===== src/rtl/stage_three.sv =====
// ============================================================================
// Module      : stage_three
// Description : Memory-access / write-back stage of the 16-bit pipelined CPU.
//               Issues data-memory loads/stores over req/ack and drives s3_*.
// Revision    : 1.0 - initial release
// ============================================================================
`default_nettype none

module stage_three #(
   parameter int unsigned TIMEOUT = 15
) (
   input  logic        clk,
   input  logic        rst,
   input  logic        halt_sys,
   input  logic        in_valid,
   input  logic [1:0]  in_memc,
   input  logic        in_reg_wr,
   input  logic        in_R0_en,
   input  logic [31:0] in_alu,
   input  logic [15:0] in_R1_data,
   input  logic [15:0] in_instr,
   output logic        dmem_req,
   output logic        dmem_we,
   output logic [15:0] dmem_addr,
   output logic [15:0] dmem_wdata,
   input  logic        dmem_ack,
   input  logic [15:0] dmem_rdata,
   output logic        mem_stall,
   output logic        s3_reg_wr,
   output logic        s3_R0_en,
   output logic [15:0] s3_instruction,
   output logic [31:0] s3_data,
   output logic        mem_fault
);

   localparam logic [7:0] c_TIMEOUT = 8'(TIMEOUT);

   typedef enum logic {
      S_IDLE   = 1'b0,
      S_ACCESS = 1'b1
   } state_t;

   state_t      r_state;
   logic [7:0]  r_cnt;
   logic        r_req;
   logic        r_we;
   logic [15:0] r_addr;
   logic [15:0] r_wdata;
   logic [15:0] r_pend_instr;
   logic        r_pend_reg_wr;
   logic        r_s3_reg_wr;
   logic        r_s3_R0_en;
   logic [15:0] r_s3_instr;
   logic [31:0] r_s3_data;
   logic        r_fault;

   logic w_mem_op;
   logic w_timeout;

   // A combined mem2r+memwr encoding is treated as a write.
   assign w_mem_op  = in_valid & (|in_memc) & ~halt_sys;
   assign w_timeout = (r_cnt == c_TIMEOUT);

   assign mem_stall = ((r_state == S_IDLE) & w_mem_op) |
                      ((r_state == S_ACCESS) & ~dmem_ack & ~w_timeout);

   always_ff @(posedge clk) begin
      if (rst) begin
         r_state       <= S_IDLE;
         r_cnt         <= 8'd0;
         r_req         <= 1'b0;
         r_we          <= 1'b0;
         r_addr        <= 16'h0000;
         r_wdata       <= 16'h0000;
         r_pend_instr  <= 16'h0000;
         r_pend_reg_wr <= 1'b0;
         r_s3_reg_wr   <= 1'b0;
         r_s3_R0_en    <= 1'b0;
         r_s3_instr    <= 16'h0000;
         r_s3_data     <= 32'h0000_0000;
         r_fault       <= 1'b0;
      end else begin
         // Enables default low: any edge without a completion is a bubble.
         r_s3_reg_wr <= 1'b0;
         r_s3_R0_en  <= 1'b0;
         if (r_state == S_IDLE) begin
            if (w_mem_op) begin
               r_addr        <= in_alu[15:0];
               r_wdata       <= in_R1_data;
               r_we          <= in_memc[0];
               r_pend_instr  <= in_instr;
               r_pend_reg_wr <= in_reg_wr;
               r_req         <= 1'b1;
               r_cnt         <= 8'd0;
               r_state       <= S_ACCESS;
            end else if (in_valid & ~halt_sys) begin
               r_s3_data   <= in_alu;
               r_s3_reg_wr <= in_reg_wr;
               r_s3_R0_en  <= in_R0_en;
               r_s3_instr  <= in_instr;
            end
         end else begin
            if (dmem_ack) begin
               r_req      <= 1'b0;
               r_state    <= S_IDLE;
               r_s3_instr <= r_pend_instr;
               if (r_we) begin
                  r_s3_data <= {16'h0000, r_addr};
               end else begin
                  r_s3_data   <= {16'h0000, dmem_rdata};
                  r_s3_reg_wr <= r_pend_reg_wr;
               end
            end else if (w_timeout) begin
               r_req   <= 1'b0;
               r_fault <= 1'b1;
               r_state <= S_IDLE;
            end else begin
               r_cnt <= r_cnt + 8'd1;
            end
         end
      end
   end

   assign dmem_req       = r_req;
   assign dmem_we        = r_we;
   assign dmem_addr      = r_addr;
   assign dmem_wdata     = r_wdata;
   assign s3_reg_wr      = r_s3_reg_wr;
   assign s3_R0_en       = r_s3_R0_en;
   assign s3_instruction = r_s3_instr;
   assign s3_data        = r_s3_data;
   assign mem_fault      = r_fault;

endmodule

`default_nettype wire


===== config.mk =====
export PLATFORM = sky130hd
export DESIGN_NAME = stage_three
export DESIGN_NICKNAME = d
export VERILOG_FILES = /design/src/rtl/stage_three.sv
export SDC_FILE = /design/constraint.sdc
export NUM_CORES = 1
export LEC_CHECK = 0
export CORE_MARGIN = 2
export CORE_UTILIZATION = 39
export CTS_CLUSTER_SIZE = 25
export DETAILED_ROUTE_END_ITERATION = 8
export PLACE_DENSITY = 0.76
export REMOVE_ABC_BUFFERS = 1
export SLEW_MARGIN = 25
export SYNTH_ARGS = -nofsm -noshare
export SYNTH_HDL_FRONTEND = slang
export SYNTH_SLANG_ARGS = --single-unit

===== constraint.sdc =====
create_clock -name clk -period 1.8 [get_ports clk]
set_clock_uncertainty 0.1 [all_clocks]
set_input_delay 0.36 -clock clk [delete_from_list [all_inputs] [get_ports clk]]
set_output_delay 0.36 -clock clk [all_outputs]
set_load 0.03 [all_outputs]

## After elaboration in Yosys (flattened, before gate mapping)

Index checks and enable logic that the tools add are counted.

| operators by class | value |
|---|---|
| $add $sub $neg | 1 |
| $mul | 0 |
| div/mod/pow operators | 0 |
| magnitude comparators | 0 |
| equal/unequal tests | 6 |
| shifts and indexed selects | 0 |
| muxes and demuxes | 26 |
| bitwise gates (word level) | 12 |
| reductions and logical operators | 9 |

Operators with widths:

| kind | count |
|---|---|
| 2-to-1 mux 32 bit | 4 |
| 2-to-1 mux 16 bit | 5 |
| 2-to-1 mux 8 bit | 4 |
| 2-to-1 mux 1 bit | 13 |
| AND reduction 3 bit | 3 |
| adder 8 x 1 -> 8 bit, second input constant | 1 |
| equality test 8 x 4 -> 1 bit, second input constant | 1 |
| != test 2 bit, second input constant | 4 |
| AND 1 bit | 6 |
| inverter 1 bit | 5 |
| AND reduction 2 bit | 2 |
| nonzero test 2 bit | 2 |
| OR reduction 4 bit | 1 |
| != test 3 x 2 -> 1 bit, second input constant | 1 |
| OR reduction 2 bit | 1 |
| OR 1 bit | 1 |

| word-level totals | value |
|---|---|
| bits in registers | 111 |
| latch bits | 0 |
| RAM bits | 0 |
| bits in read-only memories | 0 |
| word-level logic and storage cells | 67 |
| memories kept | 0 |

## Depth between registers and ports, before layout

Gate-level depths: netlist of the first run.

| depth | value |
|---|---|
| depth in word-level cells | 5 |
| mapped depth | 7 |
| mapped depth without buffers | 5 |

## Worst setup path after synthesis of the first run

Ideal clock, no wire load.

| timing | value |
|---|---|
| path type | flip-flop to output port |
| start | reg r_state |
| end | out mem_stall |
| arrival | 1,375 ps |
| setup slack | -35 ps |
| stages on the path, launching flop included | 6 |
| buffers on the path | 2 |
| path through | dfxtp_1 > clkbuf_1 > nor3b_1 > o21ai_1 > clkbuf_1 > nand2_2 |

| between the ends | value |
|---|---|
| word-level cells in the longest chain between the ends | 3 |
| elaborated cells on any way between the ends | 5 |
| classes of those cells | bitwise (5) |

Ends and longest elaborated chain:

| element | line | source |
|---|---|---|
| start, declared | 43 | `state_t r_state;` |
| start signal, assigned | 69 | `r_state <= S_IDLE;` |
| start signal, assigned | 95 | `r_state <= S_ACCESS;` |
| start signal, assigned | 105 | `r_state <= S_IDLE;` |
| AND 1 bit / inverter 1 bit (equally long branches) | n/a |  |
| AND 1 bit, on equally long branches | 65, 64 |  |
| OR 1 bit (*) | 64 | `assign mem_stall = ((r_state == S_IDLE) & w_mem_op) \|` |
| end, declared | 28 | `output logic mem_stall,` |

Mark *: on every way between the ends. The rest lies on a longest branch, timed or not.

## Worst setup path in the final report of the first run

| timing | value |
|---|---|
| start | reg r_cnt[4] |
| end | out mem_stall |

| between the ends | value |
|---|---|
| word-level cells in the longest chain between the ends | 4 |

Ends and longest elaborated chain:

| element | line | source |
|---|---|---|
| start, declared | 44 | `logic [7:0] r_cnt;` |
| start signal, assigned | 118 | `r_cnt <= r_cnt + 8'd1;` |
| equality test 8 x 4 -> 1 bit | 62 | `assign w_timeout = (r_cnt == c_TIMEOUT);` |
| inverter 1 bit | 65 | `((r_state == S_ACCESS) & ~dmem_ack & ~w_timeout);` |
| AND 1 bit | 65 |  |
| OR 1 bit | 64 |  |

Every way passes these cells.

==> results of run 1 <==
==> worst paths after layout <==
path	endpoint	slack, ns	cells after the start
hold reg to reg	dmem_wdata[15]	0.36	2
setup / recovery	mem_stall	-0.25	4
hold / removal	s3_reg_wr	0.26	2
setup reg to reg	r_cnt[2]	0	7
==> kinds of logic (layout without fill, tap and decap cells) <==
group                      Yosys count  in the layout
AOI/OAI and AO/OA                  134            134
adders and majority gates            1              1
buffers and inverters               41            227
DFF                                111            111
muxes                               32             32
and+or+nand+nor                    222            222
==> layout make-up <==
| class | count | area (um^2) |
|---|---|---|
| Clock inverter | 6 | 90.09 |
| Sequential cell | 111 | 2230 |
| Timing Repair Buffer | 211 | 2058 |
| Fill cell | 984 | 4379 |
| Multi-Input combinational cell | 389 | 2146 |
| Tap cell | 143 | 178.9 |
| Clock buffer | 10 | 239.0 |
==> flip-flops by register name (all words and copies together) (netlist names) <==
register	flops
dmem_addr	16
dmem_we	1
s3_reg_wr	1
s3_instruction	16
r_pend_instr	16
r_cnt	8
mem_fault	1
r_pend_reg_wr	1
s3_R0_en	1
dmem_req	1
dmem_wdata	16
s3_data	32
r_state	1
==> routing by layer <==
layer,track usage,wire [um],up-vias
li1,-,-,2233
met1,0.2634,5816,2134
met2,0.3923,6817,175
met3,0.05741,1003,31
met4,0.1004,378,0
met5,0,0,-
==> worst max-delay path: stages, from the launching register on <==
cell and delay [ns]:
dfxtp_2 0.32, or4_4 0.55, o21ai_4 0.15, nand2_2 0.08, buf_6 0.15
==> synthesized netlist by cell type, types with 2 or more instances <==
cell type and number:
o211ai_1 17, buf_2 16, a31oi_1 4, a211oi_1 17
clkbuf_1 23, nand3b_1 2, dfxtp_1 111, nor3b_1 3
a21oi_1 87, nand2_1 153, mux2i_1 32, or3_1 2
nand3_1 26, nor2_1 23, nor3_1 3
==> through the flow <==
| stage | setup TNS [ns] | hold slack (ns) | setup slack (ns) | cell area, um^2 |
|---|---|---|---|---|
| 2_1_floorplan | -173.08 | 0.3255 | -2.346 | 4298 |
| 3_3_place_gp | -30.91 | 0.3384 | -0.3597 | 6535 |
| 5_1_grt | -0.4890 | 0.2852 | -0.3253 | 6942 |
| 3_5_place_dp | -34.70 | 0.3486 | -0.4193 | 6535 |
| 4_1_cts | -0.2650 | 0.2510 | -0.2650 | 6933 |
| 6_report | -0.2542 | 0.2627 | -0.2522 | 6942 |
==> where the power goes <==
group          total [mW]  internal [mW]  switching (mW)
registers            2.60           2.55          0.0525
clock network        2.20           1.27           0.931
logic               0.940          0.428           0.512
total                5.74           4.24            1.50
==> timing repair <==
action                                  in CTS  in global routing
cloned                                       4                  0
buffers inserted                             4                  1
gates resized for setup                     93                 15
pin swaps                                    7                  6
endpoints found under the setup margin     122                 22
==> impl_metrics.tcl, run 1 <==
set metrics [dict create \
    die_y_um 111.2 \
    startpoint_type "flip-flop" \
    violations "negative setup slack" \
    ios 175 \
    path_clk_slew_ns 0.07 \
    synth_top_cell_by_area "dfxtp_1" \
    ys_ff_latch 111 \
    fp.dieW_um 111.2 \
    status "complete, but fails checks" \
    cts_hold_buf 0 \
    final-setup-viol-count 2 \
    rsz0062_at_grt "yes" \
    clock_latency_ns 0.34 \
    path_max_fanout 2 \
    synth_top_area_share 0.4957 \
    fin_crit_ns 2.052 \
    final_cell_mix "nand2_1 (152), dfxtp_1 (107), a21oi_1 (87), clkdlybuf4s50_1 (85), dlygate4sd2_1 (84)" \
    area.growth.synth_to_final_pct 54.84 \
    synth_mux_area_frac 0.07145 \
    finalPower_mw 5.740 \
    layout_commonest_cell "nand2_1" \
    synthCells 541 \
    cts_buffer_depth 2 \
    startpoint "r_cnt[4]" \
    synth_top_family_by_area "simple AND/OR/NAND/NOR gates" \
    clock.fmax_ghz 0.4873 \
    ys_types 37 \
    yosys.area_share.simple 0.2096 \
    grt_max_degree 51 \
    grt_pass1_wl_mm 22.75 \
    drv_cap 0 \
    h-tree-depth 3 \
    utilization 0.6132 \
    synth_seq_area_share 0.4957 \
    dp_cells 847 \
    wl_per_cell_um 16.11 \
    port_buffers 174 \
    worst_slack_ns -0.2522 \
    leakagePower_nw 2.783 \
    cts_buffers 9 \
    report.final.slew_viol_count 0 \
    synth_compound_area_frac 0.1792 \
    hold_violations 0 \
    viasPerCell 5.256 \
    grt-ovfl-total 0 \
    grt_pass1_vias 4582 \
    start_util 0.3960 \
    drive_gt1_frac 0.1045 \
    holdCritStartpoint "rst" \
    synth-adder-area-share 0.002791 \
    period_share 1.140 \
    r2r-start "r_cnt[4]" \
    cts_sinks 111 \
    rows 39 \
    finalWirelength_mm 14.02 \
    antenna_found_initial 0 \
    coreArea_um2 11320 \
    max_slew_margin 0.7419 \
    path_class "flip-flop to output pin" \
    async_reset_ff_frac 0 \
    final_nets 812 \
    antenna_cells 0 \
    worst-endpoint-required_ns 1.34 \
    dr.pass1.iters 5 \
    power_density_nw_per_um2 826.9 \
    ir_worst_vdd_mv 0.5450 \
    via_count 4573 \
    worst_pin_slew_ns 0.3872 \
    dieArea_um2 12370 \
    grt_usage 0.2264 \
    cp-end-kind "output pin" \
    post-dp-hpwl_mm 9.219 \
    worstPathArrival_ns 1.59 \
    gp_congestion 0.8265 \
    hp-class "input port to flip-flop" \
    ys_top_cells_by_area "dfxtp_1 (50%), nand2_1 (13%), a21oi_1 (9.7%), mux2i_1 (7.1%), nand3_1 (2.9%)" \
    clockRootBuffer "clkbuf_16" \
    synth_area_um2 4483 \
    synth-edff-count 0 \
    synth_ff_type "dfxtp_1" \
    cts_tree "built" \
    drc 0 \
    ant_nets 0 \
    synth_xor_area_frac 0 \
    yosys_warnings 0 \
    avgSynthCellArea_um2 8.287 \
    finalNonFillerCells 870 \
    drtIter0Drc 245 \
]
(Power assumes the default switching activity.)
==> run 2: changes to the inputs <==
Settings changed: SLEW_MARGIN 25 to 40.
==> results of run 2 <==
Final layout, timing and power as in run 1 (identical DEF).
